==> src/rtl/bus_pkg.sv <==
// Shared memory-bus definitions: Memwrite codes, arbiter states, owner encoding.
package bus_pkg;

    typedef enum logic [1:0] {
        MW_NONE = 2'b00,
        MW_BYTE = 2'b01,
        MW_HALF = 2'b10,
        MW_WORD = 2'b11
    } mw_e;

    typedef enum logic [1:0] {
        IDLE  = 2'd0,
        ISSUE = 2'd1,
        WAIT  = 2'd2,
        ACK   = 2'd3
    } arb_state_e;

    localparam logic OWN_CPU = 1'b0;
    localparam logic OWN_VGA = 1'b1;

endpackage

==> src/rtl/mem_bus_arbiter.sv <==
// Two-requester (CPU / VGA) arbiter for the single synchronous memory port.
// VGA has priority; a starvation counter forces a CPU win after STARVE_MAX VGA wins.
module mem_bus_arbiter
    import bus_pkg::*;
#(
    parameter int AW         = 32,
    parameter int DW         = 32,
    parameter int MEM_LAT    = 1,
    parameter int STARVE_MAX = 4
) (
    input  logic          clk,
    input  logic          rst,
    input  logic          cpu_req,
    input  logic [1:0]    cpu_we,
    input  logic [AW-1:0] cpu_addr,
    input  logic [DW-1:0] cpu_wdata,
    output logic [DW-1:0] cpu_rdata,
    output logic          cpu_ack,
    input  logic          vga_req,
    input  logic [AW-1:0] vga_addr,
    output logic [DW-1:0] vga_rdata,
    output logic          vga_ack,
    output logic          mem_read,
    output logic [1:0]    mem_write,
    output logic [AW-1:0] mem_addr,
    output logic [DW-1:0] mem_wdata,
    input  logic [DW-1:0] mem_rdata,
    output logic          owner
);

    localparam int LW       = $clog2(MEM_LAT + 1);
    localparam int SW       = $clog2(STARVE_MAX + 1);
    localparam int LAT_INIT = (MEM_LAT > 1) ? MEM_LAT - 2 : 0;

    arb_state_e    state_q, state_d;
    logic          owner_q, owner_d;
    logic [AW-1:0] addr_q, addr_d;
    logic [1:0]    we_q, we_d;
    logic [DW-1:0] wdata_q, wdata_d;
    logic [LW-1:0] lat_q, lat_d;
    logic [SW-1:0] starve_q, starve_d;
    logic [DW-1:0] cpu_rdata_q, cpu_rdata_d;
    logic [DW-1:0] vga_rdata_q, vga_rdata_d;
    logic          capture;
    logic          cpu_forced;

    assign cpu_forced = cpu_req && (starve_q == SW'(STARVE_MAX));
    assign owner      = owner_q;
    assign cpu_rdata  = cpu_rdata_q;
    assign vga_rdata  = vga_rdata_q;

    always_comb begin
        state_d     = state_q;
        owner_d     = owner_q;
        addr_d      = addr_q;
        we_d        = we_q;
        wdata_d     = wdata_q;
        lat_d       = lat_q;
        starve_d    = starve_q;
        cpu_rdata_d = cpu_rdata_q;
        vga_rdata_d = vga_rdata_q;
        capture     = 1'b0;
        cpu_ack     = 1'b0;
        vga_ack     = 1'b0;
        mem_read    = 1'b0;
        mem_write   = MW_NONE;
        mem_addr    = '0;
        mem_wdata   = '0;

        case (state_q)
            IDLE: begin
                if (vga_req && !cpu_forced) begin
                    owner_d = OWN_VGA;
                    addr_d  = vga_addr;
                    we_d    = MW_NONE;
                    wdata_d = '0;
                    if (cpu_req && starve_q < SW'(STARVE_MAX))
                        starve_d = starve_q + SW'(1);
                    state_d = ISSUE;
                end else if (cpu_req) begin
                    owner_d  = OWN_CPU;
                    addr_d   = cpu_addr;
                    we_d     = cpu_we;
                    wdata_d  = cpu_wdata;
                    starve_d = '0;
                    state_d  = ISSUE;
                end
            end
            ISSUE: begin
                mem_addr = addr_q;
                if (we_q == MW_NONE) begin
                    mem_read = 1'b1;
                    if (MEM_LAT == 1) begin
                        capture = 1'b1;
                        state_d = ACK;
                    end else begin
                        lat_d   = LW'(LAT_INIT);
                        state_d = WAIT;
                    end
                end else begin
                    // Writes complete in one cycle regardless of read latency.
                    mem_write = we_q;
                    mem_wdata = wdata_q;
                    state_d   = ACK;
                end
            end
            WAIT: begin
                mem_read = 1'b1;
                mem_addr = addr_q;
                if (lat_q == '0) begin
                    capture = 1'b1;
                    state_d = ACK;
                end else begin
                    lat_d = lat_q - LW'(1);
                end
            end
            ACK: begin
                cpu_ack = (owner_q == OWN_CPU);
                vga_ack = (owner_q == OWN_VGA);
                state_d = IDLE;
            end
            default: state_d = IDLE;
        endcase

        if (capture) begin
            if (owner_q == OWN_VGA) vga_rdata_d = mem_rdata;
            else                    cpu_rdata_d = mem_rdata;
        end
    end

    always_ff @(posedge clk or negedge rst) begin
        if (!rst) begin
            state_q     <= IDLE;
            owner_q     <= OWN_CPU;
            addr_q      <= '0;
            we_q        <= MW_NONE;
            wdata_q     <= '0;
            lat_q       <= '0;
            starve_q    <= '0;
            cpu_rdata_q <= '0;
            vga_rdata_q <= '0;
        end else begin
            state_q     <= state_d;
            owner_q     <= owner_d;
            addr_q      <= addr_d;
            we_q        <= we_d;
            wdata_q     <= wdata_d;
            lat_q       <= lat_d;
            starve_q    <= starve_d;
            cpu_rdata_q <= cpu_rdata_d;
            vga_rdata_q <= vga_rdata_d;
        end
    end

endmodule

==> config.mk <==
export PLATFORM = sky130hd
export DESIGN_NAME = mem_bus_arbiter
export DESIGN_NICKNAME = d
export VERILOG_FILES = /design/src/rtl/bus_pkg.sv /design/src/rtl/mem_bus_arbiter.sv
export SDC_FILE = /design/constraint.sdc
export NUM_CORES = 1
export LEC_CHECK = 0
export ABC_CLOCK_PERIOD_IN_PS = 2200
export CAP_MARGIN = 5
export CORE_MARGIN = 5
export CORE_UTILIZATION = 39
export DETAILED_ROUTE_END_ITERATION = 6
export DONT_BUFFER_PORTS = 1
export SYNTH_ARGS = -nofsm -noshare
export SYNTH_HDL_FRONTEND = slang
export SYNTH_SLANG_ARGS = --single-unit
==> constraint.sdc <==
create_clock -name clk -period 2.2 [get_ports clk]
set_input_delay 0.55 -clock clk [delete_from_list [all_inputs] [get_ports clk]]
set_output_delay 0.55 -clock clk [all_outputs]
set_load 0.1 [all_outputs]
==> out/results.tsv, run 1 <==
stage	metric	value	unit
global_routing	grt_pass1_vias	4678	
timing	maxSlewViolCount	0	
synthesis	netlist_instances	505	
clock_network	h-tree-depth	4	
cells_and_area	drive_gt1_share	46.57	%
setup_path	r2r_end	cpu_rdata[26]	
synthesis	synth_common_cells	dfrtp_1 (136), and2_1 (68), nand2_1 (68)	
setup_path	critPathCaptureType	primary output	
cells_and_area	nets	724	
clock_network	cts.sinks	136	
synthesis	syn_avg_cell_area	12.16	um^2
route	vias	4403	
synthesis	yosysSeqAreaShare	55.42	%
timing	fin_hold_ws	-0.1688	ns
clock_network	cts-root-buf	clkbuf_16	
clock_network	numCtsBuffers	17	
route	totalWireLength	17570	um
timing	setup_viol	65	
global_routing	grt_max_degree	137	
timing	skew	0.01257	ns
setup_path	ff2ff_path_depth	8	
route	ant_nets	0	
cells_and_area	area_delta_synth_final	43.54	%
outcome	status	finished, violations left	
hold_path	hold_class	in2async	
setup_path	critPathRequiredTime	1.65	ns
timing	final-hold-violation-count	136	
setup_path	worstSetupPathType	reg2out	
global_routing	overflow	0	
setup_path	cp-start-kind	flop	
synthesis	synthArstFlopShare	100.0	%
global_routing	antenna_found_initial	0	
clock_network	clk_path_buf_depth	2	
placed_design	placed_area	7784	um^2
die	pin_count	268	
clock_network	cts.clk_slew.worst_paths	0.06	ns
route	avgViaCountPerCell	5.449	
die	core_area	15310	um^2
outcome	violations	hold timing, setup timing	
route	remaining_drc_errors	0	
timing	maxSlewHeadroom	37.86	%
synthesis	synth_area_leader_cell	dfrtp_1	
placed_design	place_hpwl	11780	um
setup_path	r2r_start	state_q[0]	
route	drt-pass1-iter-count	4	
die	start_util	40.10	%
die	die_area	18350	um^2
synthesis	synth_warnings	0	
setup_path	regToRegSetupSlack	0.20	ns
timing	worst_slew_pin_slew	0.9321	ns
die	die_h	135.5	um
timing	fin_crit_sh	105.7	%
die	die_w	135.5	um
timing	rsz0062_at_grt	yes	
synthesis	syn-num-nets	645	
placed_design	port-buffer-count	0	
global_routing	track_usage	18.69	%
timing	max_freq	429.9	MHz
synthesis	synth_top_area_share	55.42	%
timing	fin_setup_tns	-6.034	ns
setup_path	worst-endpoint-arrival	1.78	ns
placed_design	place_congestion	0.7743	
route	dr.first_iter.drc_count	207	
clock_network	tritoncts	built	
cells_and_area	antenna-diode-count	0	
synthesis	ys_top_cells_by_area	dfrtp_1 (55%), mux2_4 (7.3%), and2_1 (6.9%), mux2_2 (6.6%), a22o_1 (5.1%)	
synthesis	post-synth-top-count-cell	dfrtp_1	
synthesis	syn_area	6141	um^2
route	wire_per_inst	21.74	um
synthesis	synthFlopType	dfrtp_1	
clock_network	clk_latency	0.41	ns
timing	finalWorstSetupSlack	-0.1262	ns
synthesis	synth-seq-cells	136	
cells_and_area	final_area	8815	um^2
synthesis	synth_enable_flop_cells	0	
flow_run	maxCapViolCount	0	
global_routing	grt_pass1_wl	26720	um
synthesis	synth_cell_types	28	
setup_path	worst-path-max-fanout	8	
timing	fin_crit	2.326	ns
die	placementRows	45	
[how the worst max path moves through the flow]
| stage | start | end | slack [ns] | depth (start not counted) |
|---|---|---|---|---|
| 2_1_floorplan | owner | cpu_ack | -0.11 | 1 |
| 3_3_place_gp | state_q[1] | mem_wdata[17] | 0.18 | 6 |
| 3_5_place_dp | state_q[1] | mem_wdata[30] | 0.12 | 6 |
| 4_1_cts | state_q[0] | mem_wdata[29] | -0.15 | 6 |
| 5_1_grt | state_q[0] | mem_wdata[1] | -0.18 | 6 |
| 6_report | state_q[0] | mem_addr[6] | -0.13 | 5 |
[placed cells by master (no fill, tap or decap), types with 3 or more instances in the layout]
cell type	Yosys	routed
inv_6	0	5
buf_6	6	3
clkinv_4	0	3
and2_1	68	3
buf_12	0	71
mux2_2	36	36
dfrtp_1	136	136
o211ai_1	32	32
nand4_1	32	32
a22o_1	36	36
nand2_1	68	68
mux2_4	30	30
buf_4	1	19
clkbuf_16	0	22
and2_4	0	64
bufinv_16	0	3
[stage by stage]
stage	hold WS [ns]	cells	setup WS, ns	util (%)
2_1_floorplan	0.2544	505	-0.1130	-
3_3_place_gp	0.2580	758	0.1773	50.83
3_5_place_dp	0.2577	758	0.1233	50.83
4_1_cts	-0.1931	799	-0.1468	56.28
5_1_grt	-0.1991	808	-0.1835	57.56
6_report	-0.1688	808	-0.1262	57.56
[what timing repair did]
item / in CTS / in global routing
pin swaps: 3 / 30
hold endpoints to repair: 136 / 136
endpoints found under the setup margin: 65 / 66
buffers inserted: 7 / 4
cloned: 2 / 5
gates resized for setup: 54 / 28
[worst max-delay path, cell delays in order (launching register included)]
cell and delay (ns):
dfrtp_1 0.39, inv_2 0.07, ha_4 0.38, clkbuf_16 0.20
and2_4 0.15, buf_12 0.17
[kinds of logic (layout without fill, tap and decap cells)]
group	count (synthesis)	in the layout	synth area share [%]
and+or+nand+nor	175	175	15.32
adders and majority gates	6	6	1.222
buffers and inverters	44	136	3.667
DFF	136	136	55.42
muxes	66	66	13.94
AOI/OAI and AO/OA	78	78	10.43
[layer usage]
metal | GRT usage (%) | vias up | part of all wire [%]
li1 | - | 1957 | -
met1 | 21.65 | 2200 | 36
met2 | 31.00 | 220 | 50
met3 | 8.172 | 26 | 11
met4 | 6.439 | 0 | 2.1
met5 | 0 | - | 0
[area by class of cell]
| cell class | instances | area [um^2] |
|---|---|---|
| fillers | 1222 | 6500 |
| clock buffers | 17 | 425.4 |
| flip-flops and latches | 136 | 3403 |
| multi-input cells | 325 | 2740 |
| well taps | 211 | 264.0 |
| inverters | 4 | 15.01 |
| repair buffers | 100 | 1778 |
| clock inverters | 15 | 188.9 |
[flip-flops by register name, summed over array words and instances, names as in the netlist]
name and count:
addr_q 32, cpu_rdata 32, owner 1, starve_q 3
state_q 2, vga_rdata 32, wdata_q 32, we_q 2
Power of run 1 is not shown: default switching activity piles up to over one toggle a cycle in this logic, so the estimate is an artifact.
==> run 2: changes to the inputs <==
--- a/config.mk
+++ b/config.mk
@@ -6,11 +6,12 @@
 export NUM_CORES = 1
 export LEC_CHECK = 0
 export ABC_CLOCK_PERIOD_IN_PS = 2200
-export CAP_MARGIN = 5
+export CAP_MARGIN = 20
 export CORE_MARGIN = 5
 export CORE_UTILIZATION = 39
 export DETAILED_ROUTE_END_ITERATION = 6
 export DONT_BUFFER_PORTS = 1
+export GPL_TIMING_DRIVEN = 0
 export SYNTH_ARGS = -nofsm -noshare
 export SYNTH_HDL_FRONTEND = slang
 export SYNTH_SLANG_ARGS = --single-unit
==> out/results.tsv, run 2 (synthesis gave the netlist of run 1 again) <==
stage	metric	value	unit	change
outcome	status	finished, violations left		unchanged
outcome	violations	hold timing, setup timing		unchanged
route	ant_nets	0		unchanged
setup_path	worst-path-max-fanout	10		was 8
placed_design	port-buffer-count	0		unchanged
clock_network	cts.clk_slew.worst_paths	0.06	ns	about the same
die	die_w	135.5	um	unchanged
clock_network	clk_path_buf_depth	2		unchanged
route	remaining_drc_errors	0		unchanged
placed_design	place_congestion	0.8451		was 0.7743
timing	final-hold-violation-count	136		unchanged
setup_path	worst-endpoint-arrival	1.71	ns	was 1.78 ns
timing	skew	0.01100	ns	was 0.01257 ns
die	placementRows	45		unchanged
route	totalWireLength	16740	um	was 17570 um
setup_path	critPathCaptureType	primary output		unchanged
cells_and_area	mostFrequentLayoutCells	dfrtp_1 (135), nand2_1 (68), and2_4 (62), mux2_2 (36), a22o_1 (36)		was dfrtp_1 (136), buf_12 (71), nand2_1 (68), and2_4 (64)
route	wire_per_inst	22.29	um	was 21.74 um
global_routing	overflow	0		unchanged
route	vias	4164		was 4403
clock_network	cts.sinks	136		unchanged
placed_design	dp.cells	716		was 758
clock_network	cts-root-buf	clkbuf_16		unchanged
global_routing	grt_pass1_wl	26170	um	was 26720 um
timing	fin_crit_sh	102.6	%	was 105.7%
timing	maxSlewViolCount	0		unchanged
timing	fin_crit	2.257	ns	was 2.326 ns
cells_and_area	nets	668		was 724
global_routing	track_usage	18.37	%	was 18.69%
hold_path	hold_class	in2async		unchanged
die	pin_count	268		unchanged
route	drt-pass1-iter-count	4		unchanged
cells_and_area	n_fill_cell	1397		was 1222
timing	rsz0062_at_grt	yes		unchanged
route	avgViaCountPerCell	5.545		was 5.449
timing	max_freq	443.0	MHz	was 429.9 MHz
clock_network	h-tree-depth	4		unchanged
clock_network	numCtsBuffers	17		unchanged
timing	finalWorstSetupSlack	-0.05744	ns	was -0.1262 ns
cells_and_area	final_common_cell	dfrtp_1		unchanged
die	start_util	40.10	%	unchanged
setup_path	critPathRequiredTime	1.65	ns	about the same
timing	setup_viol	64		was 65
cells_and_area	area_delta_synth_final	19.40	%	was 43.54%
placed_design	place_hpwl	12030	um	was 11780 um
die	die_area	18350	um^2	unchanged
cells_and_area	antenna-diode-count	0		unchanged
cells_and_area	seq_area	3407	um^2	was 3403 um^2
cells_and_area	fin_cells	751		was 808
clock_network	tritoncts	built		unchanged
timing	maxSlewHeadroom	36.35	%	was 37.86%
global_routing	grt_pass1_vias	4584		was 4678
timing	worst_slew_pin_slew	0.9548	ns	was 0.9321 ns
setup_path	cp-start-kind	flop		unchanged
timing	fin_hold_ws	-0.1672	ns	was -0.1688 ns
clock_network	clk_latency	0.41	ns	about the same
cells_and_area	multi_input_area	2721	um^2	was 2740 um^2
die	die_h	135.5	um	unchanged
flow_run	maxCapViolCount	0		unchanged
die	core_area	15310	um^2	unchanged
global_routing	antenna_found_initial	0		unchanged
global_routing	grt_max_degree	137		unchanged
setup_path	worstSetupPathType	reg2out		unchanged
route	dr.first_iter.drc_count	159		was 207
cells_and_area	drive_gt1_share	37.22	%	was 46.57%
-- run 2: area by class of cell --
| class | instances | area share, % |
|---|---|---|
| sequential | 136 | 46.47 |
| multi-input combinational | 325 | 37.12 |
| clock buffer | 21 | 6.416 |
| buffer | 40 | 4.164 |
| tap | 211 | 3.601 |
| clock inverter | 10 | 1.621 |
| timing repair buffer | 4 | 0.4096 |
| inverter | 4 | 0.2048 |
-- run 2: stage by stage --
stage               setup WS [ns]  util (%)  instance area (um^2)  TNS (ns)  hold slack [ns]
floorplan                 -0.1130         -                  6220   -0.1130           0.2544
global placement          -0.3621     42.34                  6484    -12.41           0.2580
detailed placement        -0.4196     42.34                  6484    -14.38           0.2579
CTS                      -0.08745     47.85                  7328    -5.137          -0.1897
global route              -0.1479     47.88                  7332    -8.423          -0.1946
finish                   -0.05744     47.88                  7332    -2.872          -0.1672
-- run 2: critical path, cell delays in order (launching register included) --
cell and delay, ns:
dfrtp_1 0.34, inv_1 0.08, ha_4 0.35, clkbuf_16 0.18, and2_4 0.34
-- run 2: worst paths after layout --
kind / startpoint / to / slack, ns / depth (start not counted)
min reg2reg: addr_q[2] / addr_q[2] / 0.49 / 2
max: state_q[0] / mem_addr[1] / -0.06 / 4
min in group clk: cpu_wdata[2] / wdata_q[2] / 0.27 / 1
max reg2reg: state_q[0] / cpu_rdata[19] / 0.17 / 7
max in group asynchronous: rst / owner / 2.18 / 0
min: rst / cpu_rdata[8] / -0.17 / 0
-- run 2: timing repair --
action,CTS,global route
pin swaps,31,3
gates resized for setup,99,3
endpoints found under the setup margin,94,66
endpoints found under the hold margin,136,136
buffers inserted,4,0
-- run 2: routing by layer --
metal	global-route usage, %	part of all wire (%)
met3	8.024	11
met4	8.287	2.9
met5	0	0
met2	29.98	49
met1	20.88	37
Power of run 2 is left out for the same reason.
==> run 3: changes to the inputs <==
--- a/config.mk
+++ b/config.mk
@@ -7,7 +7,7 @@
 export LEC_CHECK = 0
 export ABC_CLOCK_PERIOD_IN_PS = 2200
 export CAP_MARGIN = 20
-export CORE_MARGIN = 5
+export CORE_MARGIN = 2
 export CORE_UTILIZATION = 39
 export DETAILED_ROUTE_END_ITERATION = 6
 export DONT_BUFFER_PORTS = 1
==> out/results.tsv, run 3 (synthesis gave the netlist of run 1 again) <==
stage	metric	value	unit	change
global_routing	overflow	0		unchanged
setup_path	worst-endpoint-arrival	1.78	ns	was 1.71 ns
cells_and_area	final_common_cell	dfrtp_1		unchanged
route	remaining_drc_errors	0		unchanged
die	core_area	15310	um^2	unchanged
timing	setup_viol	62		was 64
setup_path	critPathCaptureType	primary output		unchanged
clock_network	tritoncts	built		unchanged
timing	final-hold-violation-count	136		unchanged
setup_path	worst-path-max-fanout	5		was 10
cells_and_area	final_area	7442	um^2	was 7332 um^2
route	totalWireLength	16070	um	was 16740 um
timing	maxSlewHeadroom	36.94	%	was 36.35%
placed_design	place_hpwl	11420	um	was 12030 um
die	die_w	129.5	um	was 135.5 um
timing	finalWorstSetupSlack	-0.1291	ns	was -0.05744 ns
global_routing	grt_pass1_vias	4390		was 4584
timing	rsz0062_at_grt	yes		unchanged
cells_and_area	area_delta_synth_final	21.19	%	was 19.40%
flow_run	maxCapViolCount	0		unchanged
cells_and_area	nets	679		was 668
die	pin_count	268		unchanged
clock_network	cts.clk_slew.worst_paths	0.06	ns	about the same
die	placementRows	45		unchanged
clock_network	clk_path_buf_depth	2		unchanged
timing	fin_crit	2.329	ns	was 2.257 ns
outcome	violations	hold timing, setup timing		unchanged
placed_design	place_congestion	0.7844		was 0.8451
route	drt-pass1-iter-count	4		unchanged
cells_and_area	mostFrequentLayoutCells	dfrtp_1 (135), nand2_1 (68), and2_4 (65), mux2_2 (36), a22o_1 (36)		was dfrtp_1 (135), nand2_1 (68), and2_4 (62), mux2_2 (36), a22o_1 (36)
hold_path	hold_class	in2async		unchanged
timing	max_freq	429.4	MHz	was 443.0 MHz
global_routing	grt_pass1_wl	24230	um	was 26170 um
timing	fin_crit_sh	105.9	%	was 102.6%
setup_path	worstSetupPathType	reg2out		unchanged
die	die_h	129.5	um	was 135.5 um
global_routing	grt_max_degree	137		unchanged
clock_network	clk_latency	0.40	ns	was 0.41 ns
timing	fin_hold_ws	-0.1622	ns	was -0.1672 ns
cells_and_area	antenna-diode-count	0		unchanged
route	wire_per_inst	21.06	um	was 22.29 um
clock_network	cts-root-buf	clkbuf_16		unchanged
global_routing	antenna_found_initial	0		unchanged
die	start_util	40.10	%	unchanged
timing	worst_slew_pin_slew	0.9458	ns	was 0.9548 ns
placed_design	preCtsSetupSlack	-0.3953	ns	was -0.4196 ns
setup_path	cp-start-kind	flop		unchanged
setup_path	critPathRequiredTime	1.65	ns	about the same
cells_and_area	drive_gt1_share	38.95	%	was 37.22%
outcome	status	finished, violations left		unchanged
clock_network	h-tree-depth	4		unchanged
timing	skew	0.007487	ns	was 0.01100 ns
timing	maxSlewViolCount	0		unchanged
placed_design	port-buffer-count	0		unchanged
route	dr.first_iter.drc_count	198		was 159
global_routing	track_usage	18.92	%	was 18.37%
route	avgViaCountPerCell	5.450		was 5.545
route	vias	4158		was 4164
clock_network	cts.sinks	136		unchanged
die	die_area	16770	um^2	was 18350 um^2
placed_design	placed_area	6511	um^2	was 6484 um^2
clock_network	numCtsBuffers	17		unchanged
route	ant_nets	0		unchanged
==> run 3: changes by cell type in the layout (fill, tap and decap cells not counted), moves of 2 or more <==
cell / previous run / this run
and2_4: 62 / 65
buf_4: 5 / 9
buf_8: 1 / 3
clkinvlp_4: 3 / 5
and2_2: 5 / 2
buf_6: 6 / 10
==> run 3: layout make-up <==
cell class | instances | area (um^2)
Multi-Input combinational cell | 325 | 2738
Inverter | 4 | 15.01
Buffer | 39 | 280.3
Clock inverter | 13 | 121.4
Clock buffer | 19 | 442.9
Fill cell | 1367 | 7873
Sequential cell | 136 | 3405
Tap cell | 211 | 264.0
Timing Repair Buffer | 16 | 176.4
==> run 3: path summary, 6_finish.rpt <==
kind                       slack, ns  cells after the start       endpoint    startpoint
hold / removal                 -0.16                      0  vga_rdata[16]           rst
min in group clk                0.27                      1     wdata_q[6]  cpu_wdata[6]
setup reg to reg                0.20                      8  cpu_rdata[28]    state_q[0]
setup / recovery               -0.13                      5    mem_addr[1]    state_q[0]
max in group asynchronous       2.22                      0          owner           rst
hold reg to reg                 0.50                      2     addr_q[26]    addr_q[26]
==> run 3: critical path: stages (launching register included) <==
cell       delay, ns
dfrtp_1         0.38
inv_2           0.07
ha_4            0.31
buf_6           0.14
clkbuf_16       0.14
and2_4          0.33
==> run 3: stage by stage <==
| step | std cells | util [%] | setup TNS [ns] | hold WS [ns] |
|---|---|---|---|---|
| finish | 763 | 48.59 | -5.264 | -0.1622 |
| global route | 763 | 48.59 | -10.04 | -0.1986 |
| floorplan | 505 | - | -0.1130 | 0.2544 |
| detailed placement | 717 | 42.52 | -13.36 | 0.2570 |
| CTS | 759 | 48.29 | -6.908 | -0.1869 |
| global placement | 716 | 42.34 | -12.84 | 0.2571 |
==> run 3: what timing repair did <==
action                                  4_1_cts  5_1_grt
cloned                                        3        0
setup buffers                                 7        5
pin swaps                                    20        8
resized for setup                           106       11
endpoints found under the setup margin       69       68
hold endpoints to repair                    136      136
==> run 3: per-layer routing <==
| metal | routed length [um] | vias up | share of wire, % | track usage [%] |
|---|---|---|---|---|
| li1 | - | 1856 | - | - |
| met1 | 6197 | 2075 | 39 | 22.43 |
| met2 | 8005 | 208 | 50 | 31.36 |
| met3 | 1663 | 19 | 10 | 7.680 |
| met4 | 200 | 0 | 1.2 | 6.388 |
| met5 | 0 | - | 0 | 0 |
Power of run 3 is left out for the same reason.
